--- config.mk ---
export PLATFORM = sky130hd
export DESIGN_NAME = alu_seq_ctrl
export DESIGN_NICKNAME = d
export VERILOG_FILES = /design/src/rtl/alu_seq_ctrl.sv
export SDC_FILE = /design/constraint.sdc
export NUM_CORES = 1
export LEC_CHECK = 0
export ABC_CLOCK_PERIOD_IN_PS = 1700
export CAP_MARGIN = 20
export CORE_MARGIN = 2
export CORE_UTILIZATION = 50
export DETAILED_ROUTE_END_ITERATION = 10
export DONT_BUFFER_PORTS = 1
export PLACE_DENSITY = 0.68
export SYNTH_ARGS = -nofsm -noshare
export SYNTH_HDL_FRONTEND = slang
export SYNTH_SLANG_ARGS = --single-unit
--- constraint.sdc ---
create_clock -name clk -period 1.7 [get_ports clk]
set_clock_uncertainty 0.2 [all_clocks]
set_input_delay 0.255 -clock clk [delete_from_list [all_inputs] [get_ports clk]]
set_output_delay 0.255 -clock clk [all_outputs]
set_load 0.02 [all_outputs]
--- src/rtl/alu_seq_ctrl.sv ---
`default_nettype none
// ============================================================================
// Module   : alu_seq_ctrl
// Purpose  : Multi-cycle sequencer for the R.O.E ALU datapath. Accepts one
//            9-bit instruction over a valid/ready handshake, steps
//            DECODE -> EXEC -> WB and drives the ALU source select, operand
//            fields, destination register and write enable. A hardware
//            repeat (REP) iterates an increment-by-one write up to 15 times
//            without refetching.
// Ports    : clk, rst_n (async active-low)
//            instr_valid, instr[8:0]  -> instruction handshake in
//            instr_ready              <- high only in IDLE
//            alu_src[1:0]             <- 00 inc+1, 01 imm, 10 register read0
//            imm4[3:0], inc3[2:0]     <- ALU operand fields
//            rd_addr[1:0], reg_we     <- register-file write port control
//            busy, done, err          <- status (done/err are 1-cycle pulses)
// Config   : ALU_SEQ_ILLEGAL_TRAP_EN - when defined, opcode 1xx pulses err
//            together with done; otherwise 1xx is a NOP and err is tied 0.
// Revision : 1.0 - initial release
// ============================================================================
module alu_seq_ctrl (
  input  logic       clk,
  input  logic       rst_n,
  input  logic       instr_valid,
  input  logic [8:0] instr,
  output logic       instr_ready,
  output logic [1:0] alu_src,
  output logic [3:0] imm4,
  output logic [2:0] inc3,
  output logic [1:0] rd_addr,
  output logic       reg_we,
  output logic       busy,
  output logic       done,
  output logic       err
);

  typedef enum logic [1:0] {
    IDLE   = 2'd0,
    DECODE = 2'd1,
    EXEC   = 2'd2,
    WB     = 2'd3
  } state_t;

  localparam logic [1:0] SRC_INC = 2'b00;
  localparam logic [1:0] SRC_IMM = 2'b01;
  localparam logic [1:0] SRC_REG = 2'b10;

  state_t     state;
  logic [3:0] rep_cnt;  // remaining REP iterations
  logic       is_rep;   // latched: current instruction is REP
  logic       skip;     // latched: DECODE returns straight to IDLE
`ifdef ALU_SEQ_ILLEGAL_TRAP_EN
  logic       err_q;
  assign err = err_q;
`else
  assign err = 1'b0;
`endif

  // Operand fields are decoded from instr at the accepting edge so that they
  // are already valid during the DECODE cycle; they then hold until the
  // instruction retires, after which they fall back to their idle values.
  always_ff @(posedge clk or negedge rst_n) begin
    if (!rst_n) begin
      state       <= IDLE;
      instr_ready <= 1'b1;
      busy        <= 1'b0;
      alu_src     <= SRC_REG;
      imm4        <= 4'd0;
      inc3        <= 3'd0;
      rd_addr     <= 2'd0;
      reg_we      <= 1'b0;
      done        <= 1'b0;
      rep_cnt     <= 4'd0;
      is_rep      <= 1'b0;
      skip        <= 1'b0;
`ifdef ALU_SEQ_ILLEGAL_TRAP_EN
      err_q       <= 1'b0;
`endif
    end else begin
      // Pulse outputs default low every cycle.
      reg_we <= 1'b0;
      done   <= 1'b0;
`ifdef ALU_SEQ_ILLEGAL_TRAP_EN
      err_q  <= 1'b0;
`endif
      case (state)
        IDLE: begin
          if (instr_valid) begin
            state       <= DECODE;
            instr_ready <= 1'b0;
            busy        <= 1'b1;
            rd_addr     <= instr[5:4];
            is_rep      <= 1'b0;
            skip        <= 1'b0;
            rep_cnt     <= 4'd0;
            case (instr[8:6])
              3'b000: begin
                alu_src <= SRC_IMM;
                imm4    <= instr[3:0];
              end
              3'b001: begin
                alu_src <= SRC_INC;
                inc3    <= instr[2:0];
              end
              3'b010: begin
                alu_src <= SRC_REG;
              end
              3'b011: begin
                alu_src <= SRC_INC;
                inc3    <= 3'd0;
                is_rep  <= 1'b1;
                rep_cnt <= instr[3:0];
                // A zero-count repeat retires in DECODE with no write.
                if (instr[3:0] == 4'd0) begin
                  done <= 1'b1;
                  skip <= 1'b1;
                end
              end
              default: begin
                // Opcode 1xx: no write, retire in DECODE.
                alu_src <= SRC_REG;
                done    <= 1'b1;
                skip    <= 1'b1;
`ifdef ALU_SEQ_ILLEGAL_TRAP_EN
                err_q   <= 1'b1;
`endif
              end
            endcase
          end
        end

        DECODE: begin
          if (skip) begin
            state       <= IDLE;
            instr_ready <= 1'b1;
            busy        <= 1'b0;
            alu_src     <= SRC_REG;
            imm4        <= 4'd0;
            inc3        <= 3'd0;
            rd_addr     <= 2'd0;
          end else begin
            state <= EXEC;
          end
        end

        EXEC: begin
          // reg_we/done are registered on entry to WB so they are Moore
          // outputs of the WB cycle. For REP, done marks the final write.
          state  <= WB;
          reg_we <= 1'b1;
          if (!is_rep || rep_cnt == 4'd1) begin
            done <= 1'b1;
          end
        end

        WB: begin
          if (is_rep) begin
            rep_cnt <= rep_cnt - 4'd1;
          end
          if (!is_rep || rep_cnt == 4'd1) begin
            state       <= IDLE;
            instr_ready <= 1'b1;
            busy        <= 1'b0;
            alu_src     <= SRC_REG;
            imm4        <= 4'd0;
            inc3        <= 3'd0;
            rd_addr     <= 2'd0;
          end else begin
            state <= EXEC;
          end
        end

        default: state <= IDLE;
      endcase
    end
  end

endmodule
`default_nettype wire

# Yosys cells after proc, flatten, opt, wreduce, memory -nomap -nowiden

Cells that the tools add are included.

Flip-flop bits (word level): 23
Output and inout bits: 16
Memory bits (read-only): 0
Latch bits: 0
Logic and storage cells: 82
Memories: 0
Input bits: 12
Bits in writable memories: 0

$add $sub $neg: 1
$mul: 0
Mux-type cells: 42
Shift-type cells: 0
Div/mod/pow operators: 0
Equality and inequality tests: 13
Order comparisons: 0
Reductions and logical operators: 14
Bitwise logic cells: 0

Operator list:

| operator                                             | count |
|---|---|
| 2-to-1 mux 4 bit                                     | 7 |
| 2-to-1 mux 2 bit                                     | 9 |
| case mux 2 bit (3 select lines)                      | 2 |
| case mux 4 bit (3 select lines)                      | 1 |
| 2-to-1 mux 1 bit                                     | 11 |
| AND reduction 5 bit                                  | 2 |
| 2-to-1 mux 3 bit                                     | 3 |
| case mux 3 bit (3 select lines)                      | 1 |
| != test 2 bit (second input constant)                | 4 |
| case mux 2 bit (4 select lines)                      | 1 |
| case mux 4 bit (2 select lines)                      | 1 |
| equality test 3 x 2 -> 1 bit (second input constant) | 2 |
| case mux 1 bit (3 select lines)                      | 2 |
| case mux 3 bit (2 select lines)                      | 1 |
| equality test 2 bit (second input constant)          | 2 |
| equality test 4 x 1 -> 1 bit (second input constant) | 1 |
| zero test 4 bit                                      | 1 |
| case mux 1 bit (2 select lines)                      | 2 |
| case mux 2 bit (2 select lines)                      | 1 |
| AND reduction 4 bit                                  | 1 |
| subtractor 4 x 1 -> 4 bit (second input constant)    | 1 |
| equality test 3 x 1 -> 1 bit (second input constant) | 1 |
| zero test 3 bit                                      | 1 |
| != test 3 x 1 -> 1 bit (second input constant)       | 1 |
| other kinds (11)                                     | 11 |

# Depth between registers and ports, before layout

Depth in word-level cells: 5
Gate-level depth with buffers: 6
Mapped depth without buffers: 6

# Worst setup path before layout

No wires, ideal clock.

Kind: register to register
Start: register rep_cnt[1]
End: register inc3[0]
Arrival time: 1.514 ns
Clock period less this slack: 1.835 ns
Library setup time: 0.121 ns
Path buffers: 0
Stages on the path, launching flop included: 7
Slack: -0.135 ns
Required time: 1.379 ns
Path through: dfrtp_1 -> inv_1 -> ha_1 -> or3b_1 -> a32oi_4 -> nand2_2 -> a22o_1

Longest elaborated chain between the ends: 4

Ends and longest elaborated chain:

| item                          | RTL line | source |
|---|---|---|
| start: declaration            | 49       | `logic [3:0] rep_cnt;` |
| start signal: assignment      | 112      | `rep_cnt <= instr[3:0];` |
| start signal: assignment      | 158      | `rep_cnt <= rep_cnt - 4'd1;` |
| equality test 4 x 1 -> 1 bit  | 160      | `if (!is_rep \|\| rep_cnt == 4'd1) begin` |
| logical OR 1 bit              | 160      |  |
| != test 2 bit (no line)       | -        |  |
| AND reduction 5 bit (no line) | -        |  |
| end signal: assignment        | 103      | `inc3 <= instr[2:0];` |
| end: declaration              | 29       | `output logic [2:0] inc3,` |

Every way passes these cells.
A chain may end at the register's enable or synchronous reset.

# Final worst setup path

Ends and elaborated chain as after synthesis.

==> flow_summary.yaml <==
synthesis:
  yosys.area.top_type: "dfrtp_1"
  ys_seq_area_share_pct: 53.3
  synth_edf_count: 0
  synth_top_family_by_area: "compound AO/OA/AOI/OAI gates"
  syn_inst: 104
  synthSimpleGateAreaFrac_pct: 19.7
  ys_top_cells_by_count: "dfrtp_1, nand2_1, nor2_1, o21ai_0"
  synth_compound_area_share_pct: 20.4
  syn-mean-instance-area_um2: 10.4
  ys_ff_latch: 23
  syn_area_um2: 1080
  yosysMostFrequentCell: "dfrtp_1"
  synthAdderAreaFrac_pct: 2.31
  ys.warnings.count: 0
  synth.area.mux_share_pct: 0
  synth.net_count: 118
  async_reset_ff_share_pct: 100
  synth.area.top_cells: "dfrtp_1, dfstp_2, nand2_1"
  yosysUniqueCellTypes: 32
  synth_flop_cell: "dfrtp_1"
  synth_xor_xnor_area_share_pct: 0
  yosys.area.top_type_share_pct: 48.4
final_layout:
  finalInstanceArea_um2: 1370
  syn2layout_area_growth_pct: 26.4
  n_fill_cell: 165
  nets: 141
  diodes: 0
  drive_gt1_share_pct: 23.0
  utilization_pct: 68.5
floorplan:
  io_pins: 28
  die_h_um: 50.6
  die_w_um: 50.6
  start_util_pct: 54.2
  dieArea_um2: 2560
  coreArea_um2: 2000
  num_rows: 16
detailed_routing:
  viasPerCell: 5.87
  ant_nets: 0
  wl_per_cell_um: 16.3
  routed-via-count: 898
  drc: 0
  drtIter0Drc: 10
  drt_first_pass_iters: 4
  wl_mm: 2.50
clock_network:
  root_buffer: "clkbuf_4"
  cts_buffers: 3
  cts_max_level: 1
  clkTransAtPathRegs_ns: 0.12
  clk_latency_ns: 0.31
  cts_tree: "done"
  cts_sinks: 23
  cts_max_path_buffers: 2
timing:
  fin_crit_ns: 1.85
  worstMarginPinSlew_ns: 0.545
  rsz0062_at_grt: "true"
  timing.fmax_ghz: 0.539
  setup_viol: 13
  final_max_slew_viol_count: 0
  period_share_pct: 109
  slew_headroom_pct: 63.5
  hold_viol_final: 0
  setup_ws_ns: -0.154
critical_path:
  cp_data_arrival_time_ns: 1.85
  path_max_fanout: 3
  regToRegEndpoint: "inc3[0]$_DFFE_PN0P_"
  cp-start-kind: "flip-flop"
  rr_worst_depth: 6
  cp_slowest_cell: "dfrtp_1"
  end_kind: "flip-flop"
  r2r_setup_slack_ns: -0.15
  r2r-start: "rep_cnt[1]$_DFFE_PN0P_"
  path_cells: "inv_2, ha_4, or3b_4, a32oi_4, nand2_2, a22o_1"
  max_stage_delay_ns: 0.41
  critPathRequiredTime_ns: 1.70
  path_buf_inv: 1
  path_delay_family: "simple AND/OR/NAND/NOR gates"
  crit_type: "flip-flop to flip-flop"
place:
  postPlaceCellArea_um2: 1160
  portBuffers: 0
  gp_congestion: 0.833
  dp_hpwl_mm: 1.65
min_path:
  hold_start: "instr[6]"
  min_to: "alu_src[1]$_DFFE_PN1P_"
  worstHoldPathType: "input port to flip-flop"
  hold_depth: 2
grt:
  grt_max_degree: 24
  grt_pass1_wl_mm: 4.03
  antenna_found_initial: 0
  grt_pass1_vias: 888
  grt_usage_pct: 21.1
  grt.overflow.total: 0
run:
  cap_violations: 0
status:
  violations: "negative setup slack"
  status: "finished with violations"
power:
  peakVddDrop_uv: 1100
  pwr_density_cell_nw_per_um2: 1770
  total_power_w: 0.00242
  p_leak_nw: 0.597
## state kept, by name, indices dropped and copies added (netlist names)
signal,flops
alu_src,2
busy,1
done,1
imm4,4
inc3,3
instr_ready,1
is_rep,1
rd_addr,2
reg_we,1
rep_cnt,4
skip,1
state,2
## layout by cell type, fill, tap and decap left out, types with 3 or more instances in the layout
| cell type | instances |
|---|---|
| a21oi_1 | 3 |
| a22o_1 | 5 |
| buf_4 | 10 |
| clkbuf_4 | 3 |
| dfrtp_1 | 21 |
| dlygate4sd3_1 | 11 |
| inv_1 | 3 |
| nand2_1 | 12 |
| nand3b_1 | 4 |
| nor2_1 | 11 |
| o21ai_0 | 6 |
| o2bb2ai_2 | 3 |
## where the power goes
| part | leakage [nW] | switching (W) | internal (W) |
|---|---|---|---|
| Clock | 0.0177 | 0.000160 | 0.0000879 |
| Sequential | 0.294 | 0.000325 | 0.000775 |
| Combinational | 0.285 | 0.000586 | 0.000488 |
| Total | 0.597 | 0.00107 | 0.00135 |
## final cells by class
type | count | area, um^2 | area share [%]
inverters | 4 | 15.0 | 1.09
clock inverters | 1 | 5.00 | 0.365
clock buffers | 3 | 22.5 | 1.64
well taps | 27 | 33.8 | 2.46
repair buffers | 22 | 200 | 14.6
flip-flops and latches | 23 | 578 | 42.2
multi-input cells | 73 | 517 | 37.7
## kinds of logic after synthesis
family / count (synthesis)
other: 1
buffers and inverters: 8
flip-flops: 23
AND/OR/NAND/NOR: 42
AO/OA/AOI/OAI: 28
adder cells (fa/ha/maj): 2
## worst max-delay path by stage
| stage | depth (start not counted) | endpoint | slack (ns) | from |
|---|---|---|---|---|
| 6_report | 6 | inc3[0]$_DFFE_PN0P_ | -0.15 | rep_cnt[1]$_DFFE_PN0P_ |
| 5_1_grt | 6 | inc3[0]$_DFFE_PN0P_ | -0.20 | rep_cnt[1]$_DFFE_PN0P_ |
| 4_1_cts | 6 | inc3[1]$_DFFE_PN0P_ | -0.10 | rep_cnt[1]$_DFFE_PN0P_ |
| 3_5_place_dp | 5 | rd_addr[0]$_DFFE_PN0P_ | -0.09 | rep_cnt[1]$_DFFE_PN0P_ |
| 3_3_place_gp | 5 | rd_addr[0]$_DFFE_PN0P_ | -0.05 | rep_cnt[1]$_DFFE_PN0P_ |
| 2_1_floorplan | 6 | inc3[0]$_DFFE_PN0P_ | -0.04 | rep_cnt[1]$_DFFE_PN0P_ |
## routing by layer
layer,routed length [um],part of all wire [%],vias to the layer above,global-route usage (%)
met5,0,0,-,0
met4,102,4.1,0,11.3
met3,117,4.7,10,3.87
met2,1130,45,27,32.5
met1,1150,46,436,28.3
li1,-,-,425,-
## per-stage QoR
step / hold slack (ns) / setup TNS [ns] / cells / worst slack (ns)
2_1_floorplan: -0.241 / -0.163 / 104 / -0.0383
3_3_place_gp: -0.240 / -0.423 / 136 / -0.0513
3_5_place_dp: -0.240 / -0.836 / 136 / -0.0908
4_1_cts: 0.00111 / -1.05 / 151 / -0.100
5_1_grt: 0.0270 / -2.09 / 153 / -0.196
6_report: 0.00449 / -1.30 / 153 / -0.154
## timing repair
| item | CTS | global route |
|---|---|---|
| buffers inserted | 0 | 1 |
| resized for setup | 6 | 3 |
| hold buffers | 11 | 0 |
| endpoints found under the hold margin | 41 | 0 |
| pin swaps | 4 | 2 |
| endpoints found under the setup margin | 14 | 15 |
Power figures use the tool's default switching activity.
